**src/rtl/spi_pkg.sv**
```systemverilog
// spi_pkg: definitions shared by the SPI controller and SPI target blocks.
package spi_pkg;

   // Clock polarity/phase combinations; the target only implements mode 0.
   typedef enum logic [1:0] {
      SPI_MODE0 = 2'd0,
      SPI_MODE1 = 2'd1,
      SPI_MODE2 = 2'd2,
      SPI_MODE3 = 2'd3
   } spi_mode_t;

   // Byte returned by a target that has nothing queued to send.
   localparam logic [7:0] SPI_IDLE_BYTE = 8'hFF;

endpackage

```
**src/rtl/spi_target_pkg.sv**
```systemverilog
// spi_target_pkg: types local to the SPI target.
package spi_target_pkg;

   // IDLE: deselected. LOAD: fetch the first TX byte. SHIFT: clocking bits.
   typedef enum logic [1:0] {
      ST_IDLE  = 2'd0,
      ST_LOAD  = 2'd1,
      ST_SHIFT = 2'd2
   } tgt_state_t;

   localparam int BIT_CNT_W = 3;

endpackage

```
**src/rtl/sync_fifo.sv**
```systemverilog
// sync_fifo: single-clock FIFO with a combinational head output and occupancy count.
// Pushes while full and pops while empty are ignored; DEPTH must be a power of two.
module sync_fifo #(
   parameter int WIDTH = 8,
   parameter int DEPTH = 4
) (
   input  logic                   clk_i,
   input  logic                   reset_i,
   input  logic                   push_i,
   input  logic [WIDTH-1:0]       data_i,
   input  logic                   pop_i,
   output logic [WIDTH-1:0]       data_o,
   output logic                   full_o,
   output logic                   empty_o,
   output logic [$clog2(DEPTH):0] level_o
);
   localparam int              AW         = $clog2(DEPTH);
   localparam logic [AW:0]     FULL_LEVEL = (AW+1)'(DEPTH);

   logic [WIDTH-1:0] mem_q [DEPTH];
   logic [AW-1:0]    wr_ptr_q, rd_ptr_q;
   logic [AW:0]      level_q, level_d;
   logic             do_push, do_pop;

   assign full_o  = (level_q == FULL_LEVEL);
   assign empty_o = (level_q == '0);
   assign do_push = push_i & ~full_o;
   assign do_pop  = pop_i & ~empty_o;
   assign data_o  = mem_q[rd_ptr_q];
   assign level_o = level_q;

   // Occupancy only changes when exactly one of push/pop is accepted.
   always_comb begin
      // NOTE: default first so every path assigns level_d and no latch is inferred.
      level_d = level_q;
      if (do_push && !do_pop) begin
         level_d = level_q + (AW+1)'(1);
      end else if (do_pop && !do_push) begin
         level_d = level_q - (AW+1)'(1);
      end
   end

   // Pointer and occupancy registers; pointers wrap naturally at DEPTH.
   always_ff @(posedge clk_i) begin
      // NOTE: non-blocking assignments so every flop samples pre-edge values.
      if (reset_i) begin
         wr_ptr_q <= '0;
         rd_ptr_q <= '0;
         level_q  <= '0;
      end else begin
         if (do_push) wr_ptr_q <= wr_ptr_q + AW'(1);
         if (do_pop)  rd_ptr_q <= rd_ptr_q + AW'(1);
         level_q <= level_d;
      end
   end

   // Storage array written on accepted pushes.
   always_ff @(posedge clk_i) begin
      // NOTE: storage is not reset; zero occupancy already makes stale entries unreachable.
      if (do_push) mem_q[wr_ptr_q] <= data_i;
   end

endmodule

```
**src/rtl/spi_target.sv**
```systemverilog
// spi_target: SPI mode-0 target. Bus pins are oversampled on FastClk, received
// bytes are presented on RXData/RXValid, and Do is fed from a small TX FIFO.
module spi_target
   import spi_pkg::*;
   import spi_target_pkg::*;
#(
   parameter int         TX_DEPTH    = 4,
   parameter logic [7:0] IDLE_BYTE   = SPI_IDLE_BYTE,
   parameter int         SYNC_STAGES = 2
) (
   input  logic                      FastClk,
   input  logic                      Reset,
   input  logic                      nSel,
   input  logic                      SPIClk,
   input  logic                      Di,
   output logic                      Do,
   output logic                      DoEn,
   output logic [7:0]                RXData,
   output logic                      RXValid,
   input  logic [7:0]                TXData,
   input  logic                      TXPush,
   output logic                      TXFull,
   output logic [$clog2(TX_DEPTH):0] TXLevel,
   output logic                      Underrun,
   output logic                      Aborted,
   output logic                      Busy
);
   logic [SYNC_STAGES:0]   sel_sync_q, sclk_sync_q;
   logic [SYNC_STAGES-1:0] di_sync_q;
   logic                   sel_fall, sel_rise, sel_edge, sclk_rise, sclk_fall, di_s;

   tgt_state_t             state_q, state_d;
   logic                   load_tx, shift_tx, sample_rx, end_xfer;

   logic [6:0]             tx_shift_q, tx_shift_d;
   logic [6:0]             rx_shift_q, rx_shift_d;
   logic [BIT_CNT_W-1:0]   bit_cnt_q, bit_cnt_d;
   logic                   do_q, do_d, doen_q, doen_d;
   logic [7:0]             rx_data_q, rx_data_d;
   logic                   rx_valid_q, rx_valid_d;
   logic                   underrun_q, underrun_d, aborted_q, aborted_d;

   logic [7:0]             fifo_head, tx_byte;
   logic                   fifo_empty;

   sync_fifo #(.WIDTH(8), .DEPTH(TX_DEPTH)) u_tx_fifo (
      .clk_i   (FastClk),
      .reset_i (Reset),
      .push_i  (TXPush),
      .data_i  (TXData),
      .pop_i   (load_tx),
      .data_o  (fifo_head),
      .full_o  (TXFull),
      .empty_o (fifo_empty),
      .level_o (TXLevel)
   );

   // Synchronise the bus pins; nSel/SPIClk carry one extra stage for edge detection.
   always_ff @(posedge FastClk) begin
      if (Reset) begin
         // nSel resets to "selected" so a select held across reset raises no edge;
         // only a fresh high-then-low sequence starts the next transfer.
         sel_sync_q  <= '0;
         sclk_sync_q <= '0;
         di_sync_q   <= '0;
      end else begin
         sel_sync_q  <= {sel_sync_q[SYNC_STAGES-1:0], nSel};
         sclk_sync_q <= {sclk_sync_q[SYNC_STAGES-1:0], SPIClk};
         di_sync_q   <= {di_sync_q[SYNC_STAGES-2:0], Di};
      end
   end

   assign sel_fall  = ~sel_sync_q[SYNC_STAGES-1] &  sel_sync_q[SYNC_STAGES];
   assign sel_rise  =  sel_sync_q[SYNC_STAGES-1] & ~sel_sync_q[SYNC_STAGES];
   assign sel_edge  = sel_fall | sel_rise;
   assign sclk_rise =  sclk_sync_q[SYNC_STAGES-1] & ~sclk_sync_q[SYNC_STAGES];
   assign sclk_fall = ~sclk_sync_q[SYNC_STAGES-1] &  sclk_sync_q[SYNC_STAGES];
   assign di_s      = di_sync_q[SYNC_STAGES-1];

   // FSM state register.
   always_ff @(posedge FastClk) begin
      if (Reset) state_q <= ST_IDLE;
      else       state_q <= state_d;
   end

   // FSM next state: select edges move between idle and active.
   always_comb begin
      state_d = state_q;
      unique case (state_q)
         ST_IDLE:  if (sel_fall) state_d = ST_LOAD;
         ST_LOAD:  state_d = sel_rise ? ST_IDLE : ST_SHIFT;
         ST_SHIFT: if (sel_rise) state_d = ST_IDLE;
         default:  state_d = ST_IDLE;
      endcase
   end

   // FSM outputs: datapath strobes; a select edge masks any same-cycle clock edge.
   always_comb begin
      load_tx   = 1'b0;
      shift_tx  = 1'b0;
      sample_rx = 1'b0;
      end_xfer  = 1'b0;
      unique case (state_q)
         ST_LOAD: begin
            end_xfer = sel_rise;
            load_tx  = ~sel_rise;
         end
         ST_SHIFT: begin
            end_xfer = sel_rise;
            if (!sel_edge) begin
               sample_rx = sclk_rise;
               load_tx   = sclk_fall & (bit_cnt_q == '0);
               shift_tx  = sclk_fall & (bit_cnt_q != '0);
            end
         end
         default: ;
      endcase
   end

   assign tx_byte = fifo_empty ? IDLE_BYTE : fifo_head;

   // Datapath next state: TX/RX shifters, bit count and status flags.
   always_comb begin
      tx_shift_d = tx_shift_q;
      rx_shift_d = rx_shift_q;
      bit_cnt_d  = bit_cnt_q;
      do_d       = do_q;
      doen_d     = doen_q;
      rx_data_d  = rx_data_q;
      rx_valid_d = 1'b0;
      underrun_d = underrun_q;
      aborted_d  = 1'b0;

      if (state_q == ST_IDLE && sel_fall) underrun_d = 1'b0;

      // Do holds the current bit; tx_shift holds the bits still to come.
      if (load_tx) begin
         do_d       = tx_byte[7];
         tx_shift_d = tx_byte[6:0];
         doen_d     = 1'b1;
         bit_cnt_d  = '0;
         if (fifo_empty) underrun_d = 1'b1;
      end
      if (shift_tx) begin
         do_d       = tx_shift_q[6];
         tx_shift_d = {tx_shift_q[5:0], 1'b0};
      end
      if (sample_rx) begin
         rx_shift_d = {rx_shift_q[5:0], di_s};
         bit_cnt_d  = bit_cnt_q + BIT_CNT_W'(1);
         if (bit_cnt_q == '1) begin
            rx_data_d  = {rx_shift_q, di_s};
            rx_valid_d = 1'b1;
         end
      end
      if (end_xfer) begin
         do_d      = 1'b1;
         doen_d    = 1'b0;
         aborted_d = (bit_cnt_q != '0);
         bit_cnt_d = '0;
      end
   end

   // Datapath registers.
   always_ff @(posedge FastClk) begin
      if (Reset) begin
         tx_shift_q <= '0;
         rx_shift_q <= '0;
         bit_cnt_q  <= '0;
         do_q       <= 1'b1;
         doen_q     <= 1'b0;
         rx_data_q  <= '0;
         rx_valid_q <= 1'b0;
         underrun_q <= 1'b0;
         aborted_q  <= 1'b0;
      end else begin
         tx_shift_q <= tx_shift_d;
         rx_shift_q <= rx_shift_d;
         bit_cnt_q  <= bit_cnt_d;
         do_q       <= do_d;
         doen_q     <= doen_d;
         rx_data_q  <= rx_data_d;
         rx_valid_q <= rx_valid_d;
         underrun_q <= underrun_d;
         aborted_q  <= aborted_d;
      end
   end

   assign Do       = do_q;
   assign DoEn     = doen_q;
   assign RXData   = rx_data_q;
   assign RXValid  = rx_valid_q;
   assign Underrun = underrun_q;
   assign Aborted  = aborted_q;
   assign Busy     = (state_q != ST_IDLE);

endmodule

```
**config.mk**
```make
export PLATFORM = sky130hd
export DESIGN_NAME = spi_target
export DESIGN_NICKNAME = d
export VERILOG_FILES = /design/src/rtl/spi_pkg.sv /design/src/rtl/spi_target_pkg.sv /design/src/rtl/sync_fifo.sv /design/src/rtl/spi_target.sv
export SDC_FILE = /design/constraint.sdc
export NUM_CORES = 1
export LEC_CHECK = 0
export CAP_MARGIN = 40
export CORE_AREA = 2 2 84 78
export DETAILED_ROUTE_END_ITERATION = 16
export DIE_AREA = 0 0 86 80
export GPL_TIMING_DRIVEN = 0
export PLACE_DENSITY = 0.77
export REMOVE_ABC_BUFFERS = 1
export SLEW_MARGIN = 20
export SYNTH_ARGS = -nofsm -noshare
export SYNTH_HDL_FRONTEND = slang
export SYNTH_HIERARCHICAL = 1
export SYNTH_SLANG_ARGS = --single-unit
```
**constraint.sdc**
```tcl
create_clock -name FastClk -period 3.05 [get_ports FastClk]
set_input_delay 0.61 -clock FastClk [delete_from_list [all_inputs] [get_ports FastClk]]
set_output_delay 0.61 -clock FastClk [all_outputs]
set_load 0.01 [all_outputs]
```
==> flow_metrics.env, run 1 <==
export IMPL_drive_above_1_share_pct=13.1
export IMPL_seqPwrFrac_pct=51.1
export IMPL_grt_max_degree=41
export IMPL_dp_worst_setup_slack_ns=0.231
export IMPL_start_util_pct=54.4
export IMPL_finalWeightedCongestion=0.764
export IMPL_synth_largest_area_cell="dfxtp_1"
export IMPL_leakage_nw=1.34
export IMPL_track_usage_pct=18.0
export IMPL_regToRegSetupSlack_ns=0.21
export IMPL_synth_cells=269
export IMPL_drv_slew=0
export IMPL_synth_ff_type="dfxtp_1"
export IMPL_layout_setup_ws_ns=0.209
export IMPL_layout_min_cycle_time_ns=2.84
export IMPL_grt_pass1_vias=2061
export IMPL_pin_count=32
export IMPL_postCtsHoldBufs=0
export IMPL_async_flop_share_pct=0
export IMPL_finalSetupTns_ns=0
export IMPL_relSlewSlack_pct=53.5
export IMPL_grt_overflow_total=0
export IMPL_port_buffers=31
export IMPL_num_rows=27
export IMPL_synth_area_leaders="dfxtp_1 30%, edfxtp_1 30%, mux4_2 5.5%"
export IMPL_antenna_found_initial=0
export IMPL_r2r_end="u_tx_fifo/level_o[2]"
export IMPL_internal_power_mw=1.81
export IMPL_tritoncts="built"
export IMPL_p_sw_share_pct=27.9
export IMPL_placed_cells=362
export IMPL_die_y_um=80
export IMPL_clock_skew_ns=0.00898
export IMPL_die_area_um2=6880
export IMPL_ys_seq_area_share_pct=59.7
export IMPL_antennaDiodeCount=0
export IMPL_drt_drc_violations_left=0
export IMPL_post_cts_resized=0
export IMPL_fin_crit_sh_pct=93.1
export IMPL_wl_per_cell_um=14.7
export IMPL_peakVddDrop_mv=0.441
export IMPL_crit_required_ns=3.32
export IMPL_area_growth_pct=16.9
export IMPL_r2r_start="sel_sync_q[1]"
export IMPL_drtPass1Iterations=6
export IMPL_end_kind="flip-flop"
export IMPL_final_cell_count_no_fill=378
export IMPL_cts_buffers=9
export IMPL_cts_max_level=3
export IMPL_cts_sinks=81
export IMPL_finalNetCount=330
export IMPL_grt_pass1_wl_mm=9.42
export IMPL_synth_edf_count=32
export IMPL_nFillCells=465
export IMPL_yosys_warnings=6
export IMPL_max_freq_mhz=352
export IMPL_synth_top_area_share_pct=30.1
export IMPL_p_clk_share_pct=31.2
export IMPL_hold_start="di_sync_q[0]"
export IMPL_multi_input_area_um2=1210
export IMPL_critical_path_class="reg2reg"
export IMPL_drt_iter0_drc=75
export IMPL_clockBufferDepth=2
export IMPL_rsz0062_at_grt="no"
export IMPL_routed_wl_mm=5.56
export IMPL_drtAntennaViolNets=0
export IMPL_syn_cell_area_um2=3250
export IMPL_hpwl_mm=3.80
export IMPL_min_path_cells=1
export IMPL_post_cts_buffers=0
export IMPL_clk_latency_ns=0.35
export IMPL_tightest_slew_ns=0.697
export IMPL_final_seq_area_um2=1940
export IMPL_setup_viol=0
export IMPL_vias=2046
export IMPL_cp_arrival_ns=3.11
export IMPL_ys_types=42
export IMPL_power_density_nw_per_um2=658
export IMPL_coreArea_um2=5980
export IMPL_final_hold_viol_count=0
export IMPL_path_clk_slew_ns=0.08
export IMPL_syn_avg_cell_area_um2=12.1
export IMPL_whs_ns=0.445
export IMPL_rr_worst_depth=13
export IMPL_min_path_type="reg2reg"
export IMPL_ys_ff_latch=81
export IMPL_cp_max_fo=5
export IMPL_vias_per_cell=5.41
export IMPL_die_w_um=86
export IMPL_p_sw_mw=0.699
export IMPL_cp_start_kind="flip-flop"
export IMPL_hold_end="di_sync_q[1]"
export IMPL_outcome="completed"
export IMPL_cts_root_buf="clkbuf_8"
export IMPL_drv_cap=0
export IMPL_combPwrFrac_pct=17.8
cells in the final DEF (no fill, tap or decap), drive strengths merged, types with 2 or more instances in the layout:
| cell type | count |
|---|---|
| nor2b | 9 |
| and4b | 2 |
| o21ai | 2 |
| nor2 | 15 |
| xor2 | 4 |
| nand2 | 35 |
| a32o | 2 |
| nor3 | 2 |
| o21a | 2 |
| mux2i | 4 |
| ha | 14 |
| and2 | 5 |
| clkinv | 2 |
| or3 | 2 |
| nand2b | 3 |
| inv | 17 |
| a21o | 2 |
| mux4 | 8 |
| clkinvlp | 2 |
| a21oi | 20 |
| clkbuf | 9 |
| clkdlybuf4s50 | 30 |
| o22ai | 13 |
| edfxtp | 32 |
| dfxtp | 49 |
| nor3b | 2 |
| nand3 | 8 |
| o31ai | 2 |
layout make-up:
class / count / area share, %
inverter: 15 / 1.48
tap: 72 / 2.37
clock inverter: 7 / 2.04
sequential: 81 / 51.0
timing repair buffer: 31 / 8.02
clock buffer: 9 / 3.26
multi-input combinational: 163 / 31.8
critical path, cell delays in order, from the launching register on:
cell,delay [ns]
dfxtp_1,0.34
inv_1,0.06
ha_1,0.31
and4b_4,0.24
a21o_4,0.21
nand2_2,0.10
inv_2,0.09
o31ai_2,0.09
ha_1,0.25
inv_1,0.06
fa_1,0.37
xor2_1,0.18
or3_1,0.31
a21oi_1,0.14
per-layer routing:
metal | vias to the layer above | global-route usage [%] | wire length (µm)
li1 | 1020 | - | -
met1 | 978 | 22.5 | 2490
met2 | 39 | 28.8 | 2720
met3 | 9 | 5.17 | 276
met4 | 0 | 8.25 | 74
met5 | - | 0 | 0
registers in the layout (all words and copies together), names as in the netlist, named ones only:
register / count
u_tx_fifo/mem_q: 32
RXData: 8
rx_shift_q: 7
tx_shift_q: 7
bit_cnt_q: 3
sclk_sync_q: 3
sel_sync_q: 3
u_tx_fifo/level_o: 3
di_sync_q: 2
state_q: 2
u_tx_fifo/rd_ptr_q: 2
u_tx_fifo/wr_ptr_q: 2
Aborted: 1
Do: 1
DoEn: 1
RXValid: 1
Underrun: 1
power groups by stage:
| stage | clock [mW] | sequential [mW] | combinational (mW) |
|---|---|---|---|
| floorplan | 0 | 1.30 | 0.288 |
| global placement | 0 | 1.30 | 0.428 |
| detailed placement | 0 | 1.30 | 0.443 |
| CTS | 0.800 | 1.28 | 0.447 |
| global route | 0.841 | 1.29 | 0.489 |
| finish | 0.780 | 1.28 | 0.445 |
synthesized netlist by cell type (2+ instances only):
master / number
nor2b_1: 8
clkbuf_1: 3
mux4_2: 8
dfxtp_1: 49
a21oi_1: 20
xor2_1: 4
and2_1: 5
buf_1: 2
o31ai_2: 2
nor2_1: 14
nand3_1: 8
mux2i_1: 4
nor3b_2: 2
ha_1: 14
nand2_1: 32
nor3_1: 2
inv_1: 14
edfxtp_1: 32
o22ai_1: 13
a32o_1: 2
o21ai_0: 2
nand2b_1: 3
or3_1: 2
buf_2: 4
nand2_2: 3
metrics by stage:
step,cell area [µm²],utilization [%],total power [mW]
after CTS,3800,63.6,2.53
after global placement,3610,60.3,1.73
after floorplan,3210,-,1.58
after detailed placement,3600,60.3,1.75
final,3800,63.6,2.50
after global routing,3800,63.6,2.62
cell families after synthesis:
kind of cell | share of synthesized area, %
buffers and inverters | 3.15
xor gates and xnor gates | 1.08
adders and majority gates | 6.00
AOI/OAI and AO/OA | 10.2
DFF | 59.7
muxes | 6.77
and+or+nand+nor | 13.1
how the worst max path moves through the flow:
stage / from / endpoint / slack [ns] / cells after the start
2_1_floorplan: sel_sync_q[1] / u_tx_fifo/level_o[2] / 0.46 / 13
5_1_grt: sel_sync_q[1] / u_tx_fifo/level_o[2] / 0.03 / 13
3_3_place_gp: Reset / tx_shift_q[1] / 0.14 / 4
3_5_place_dp: sel_sync_q[1] / u_tx_fifo/level_o[2] / 0.23 / 13
6_report: sel_sync_q[1] / u_tx_fifo/level_o[2] / 0.21 / 13
4_1_cts: sel_sync_q[1] / u_tx_fifo/level_o[2] / 0.19 / 13
No activity file was read; power rests on OpenSTA's default activity.
==> run 2: changes to the inputs <==
- CTS_CLUSTER_DIAMETER: not set -> 150
==> results of run 2 <==
No change in the layout: final DEF, timing and power equal those of run 1.
==> run 3: changes to the inputs <==
- ABC_AREA: not set -> 0
- ABC_CLOCK_PERIOD_IN_PS: not set -> 3050
- SLEW_MARGIN: 20 -> not set
==> run 3 against run 2 <==
  * Sequential power about the same
  * Core utilization is 0.33 points higher
  * Wire length decreased by 0.32%
  * Worst hold slack worse by 0.0036 ns
  * Flip-flop and latch count is the same
  * Final cell count up 0.26%
  * Power about the same
  * Design area up 0.53%
  * Via count rose by 0.44%
  * Clock power is essentially flat
==> flow_metrics.env, run 3 (synthesized netlist as in run 1, its figures left out) <==
export IMPL_drv_slew=0
export IMPL_cp_max_fo=5
export IMPL_nFillCells=454
export IMPL_clock_skew_ns=0.00828
export IMPL_antenna_found_initial=0
export IMPL_finalWeightedCongestion=0.764
export IMPL_coreArea_um2=5980
export IMPL_layout_min_cycle_time_ns=2.81
export IMPL_largest_register_ffs=32
export IMPL_crit_family="adder cells"
export IMPL_r2r_end="u_tx_fifo/level_o[2]"
export IMPL_setup_viol=0
export IMPL_final_hold_viol_count=0
export IMPL_end_kind="flip-flop"
export IMPL_rr_worst_depth=13
export IMPL_layout_setup_ws_ns=0.235
export IMPL_rsz0062_at_grt="no"
export IMPL_min_path_type="reg2reg"
export IMPL_postCtsHoldBufs=0
export IMPL_drtPass1Iterations=4
export IMPL_min_path_cells=1
export IMPL_tightest_slew_ns=0.630
export IMPL_p_sw_share_pct=27.8
export IMPL_r2r_start="sel_sync_q[1]"
export IMPL_vias_per_cell=5.42
export IMPL_cts_root_buf="clkbuf_8"
export IMPL_cp_arrival_ns=3.08
export IMPL_cts_max_level=3
export IMPL_final_seq_area_um2=1940
export IMPL_dp_worst_setup_slack_ns=0.260
export IMPL_grt_pass1_wl_mm=9.49
export IMPL_die_w_um=86
export IMPL_p_clk_share_pct=31.1
export IMPL_max_freq_mhz=355
export IMPL_finalNetCount=331
export IMPL_drv_cap=0
export IMPL_mostFrequentLayoutCell="dfxtp_1"
export IMPL_post_cts_buffers=0
export IMPL_grt_max_degree=25
export IMPL_die_y_um=80
export IMPL_wl_per_cell_um=14.6
export IMPL_clockBufferDepth=2
export IMPL_power_density_nw_per_um2=654
export IMPL_cpMaxStageDelayCell="fa_1"
export IMPL_multi_input_area_um2=1210
export IMPL_finalSetupTns_ns=0
export IMPL_start_util_pct=54.4
export IMPL_seqPwrFrac_pct=51.1
export IMPL_regToRegSetupSlack_ns=0.24
export IMPL_p_sw_mw=0.695
export IMPL_routed_wl_mm=5.55
export IMPL_tritoncts="built"
export IMPL_num_rows=27
export IMPL_whs_ns=0.441
export IMPL_critical_path_class="reg2reg"
export IMPL_drt_drc_violations_left=0
export IMPL_combPwrFrac_pct=17.8
export IMPL_crit_buf_inv=3
export IMPL_peakVddDrop_mv=0.383
export IMPL_fin_crit_sh_pct=92.3
export IMPL_port_buffers=31
export IMPL_drive_above_1_share_pct=13.0
export IMPL_cts_buffers=9
export IMPL_relSlewSlack_pct=57.9
export IMPL_internal_power_mw=1.81
export IMPL_crit_required_ns=3.31
export IMPL_top_register="u_tx_fifo/mem_q"
export IMPL_post_cts_resized=0
export IMPL_cts_sinks=81
export IMPL_hold_start="di_sync_q[0]"
export IMPL_path_clk_slew_ns=0.08
export IMPL_grt_pass1_vias=2115
export IMPL_final_cell_mix="49 x dfxtp_1, 32 x nand2_1, 32 x edfxtp_1"
export IMPL_leakage_nw=1.35
export IMPL_hold_end="di_sync_q[1]"
export IMPL_drtAntennaViolNets=0
export IMPL_track_usage_pct=18.0
export IMPL_outcome="completed"
export IMPL_cp_start_kind="flip-flop"
export IMPL_hpwl_mm=3.84
export IMPL_die_area_um2=6880
export IMPL_vias=2055
export IMPL_clk_latency_ns=0.35
export IMPL_pin_count=32
export IMPL_cpPeakStageDelay_ns=0.37
export IMPL_grt_overflow_total=0
export IMPL_path_cells="inv_1, ha_1, and4b_4, a21o_4, nand2_2, inv_2, o31ai_2, ha_1, inv_1, fa_1, xor2_1, or3_1, a21oi_1"
export IMPL_antennaDiodeCount=0
export IMPL_area_growth_pct=17.5
export IMPL_drt_iter0_drc=67
run 3: changes by cell type in the layout (fill, tap and decap cells not counted), sizes merged:
cell / before / now
clkdlybuf4s50: 30 / 31
run 3: per-layer routing:
| layer | track usage [%] | up-vias | wire length (µm) |
|---|---|---|---|
| li1 | - | 1024 | - |
| met1 | 22.3 | 980 | 2540 |
| met2 | 29.2 | 42 | 2700 |
| met3 | 5.07 | 9 | 232 |
| met4 | 7.94 | 0 | 75 |
| met5 | 0 | - | 0 |
run 3: power groups by stage:
| stage | Combinational, mW | Sequential, mW | Clock [mW] |
|---|---|---|---|
| after CTS | 0.447 | 1.28 | 0.796 |
| after detailed placement | 0.444 | 1.30 | 0 |
| after global routing | 0.492 | 1.29 | 0.836 |
| after floorplan | 0.288 | 1.30 | 0 |
| after global placement | 0.428 | 1.30 | 0 |
| final | 0.445 | 1.28 | 0.779 |
run 3: stage by stage:
stage / area [µm²] / power [mW] / util (%) / instances
floorplan: 3210 / 1.58 / - / 259
global placement: 3610 / 1.73 / 60.3 / 362
detailed placement: 3620 / 1.75 / 60.6 / 363
CTS: 3820 / 2.52 / 64.0 / 379
global route: 3820 / 2.62 / 64.0 / 379
finish: 3820 / 2.50 / 64.0 / 379
run 3: worst max path at each step:
stage	startpoint	to	slack, ns	depth (start not counted)
finish	sel_sync_q[1]	u_tx_fifo/level_o[2]	0.24	13
global route	sel_sync_q[1]	u_tx_fifo/level_o[2]	0.08	13
CTS	sel_sync_q[1]	u_tx_fifo/level_o[2]	0.22	13
detailed placement	sel_sync_q[1]	u_tx_fifo/level_o[2]	0.26	13
global placement	Reset	tx_shift_q[1]	0.14	4
floorplan	sel_sync_q[1]	u_tx_fifo/level_o[2]	0.46	13
run 3: final cells by class:
cell class              instances  share of cell area, %
clock buffers                   9                   3.24
clock inverters                 7                   2.03
inverters                      15                   1.47
multi-input cells             163                   31.6
flip-flops and latches         81                   50.8
well taps                      72                   2.36
repair buffers                 32                   8.51
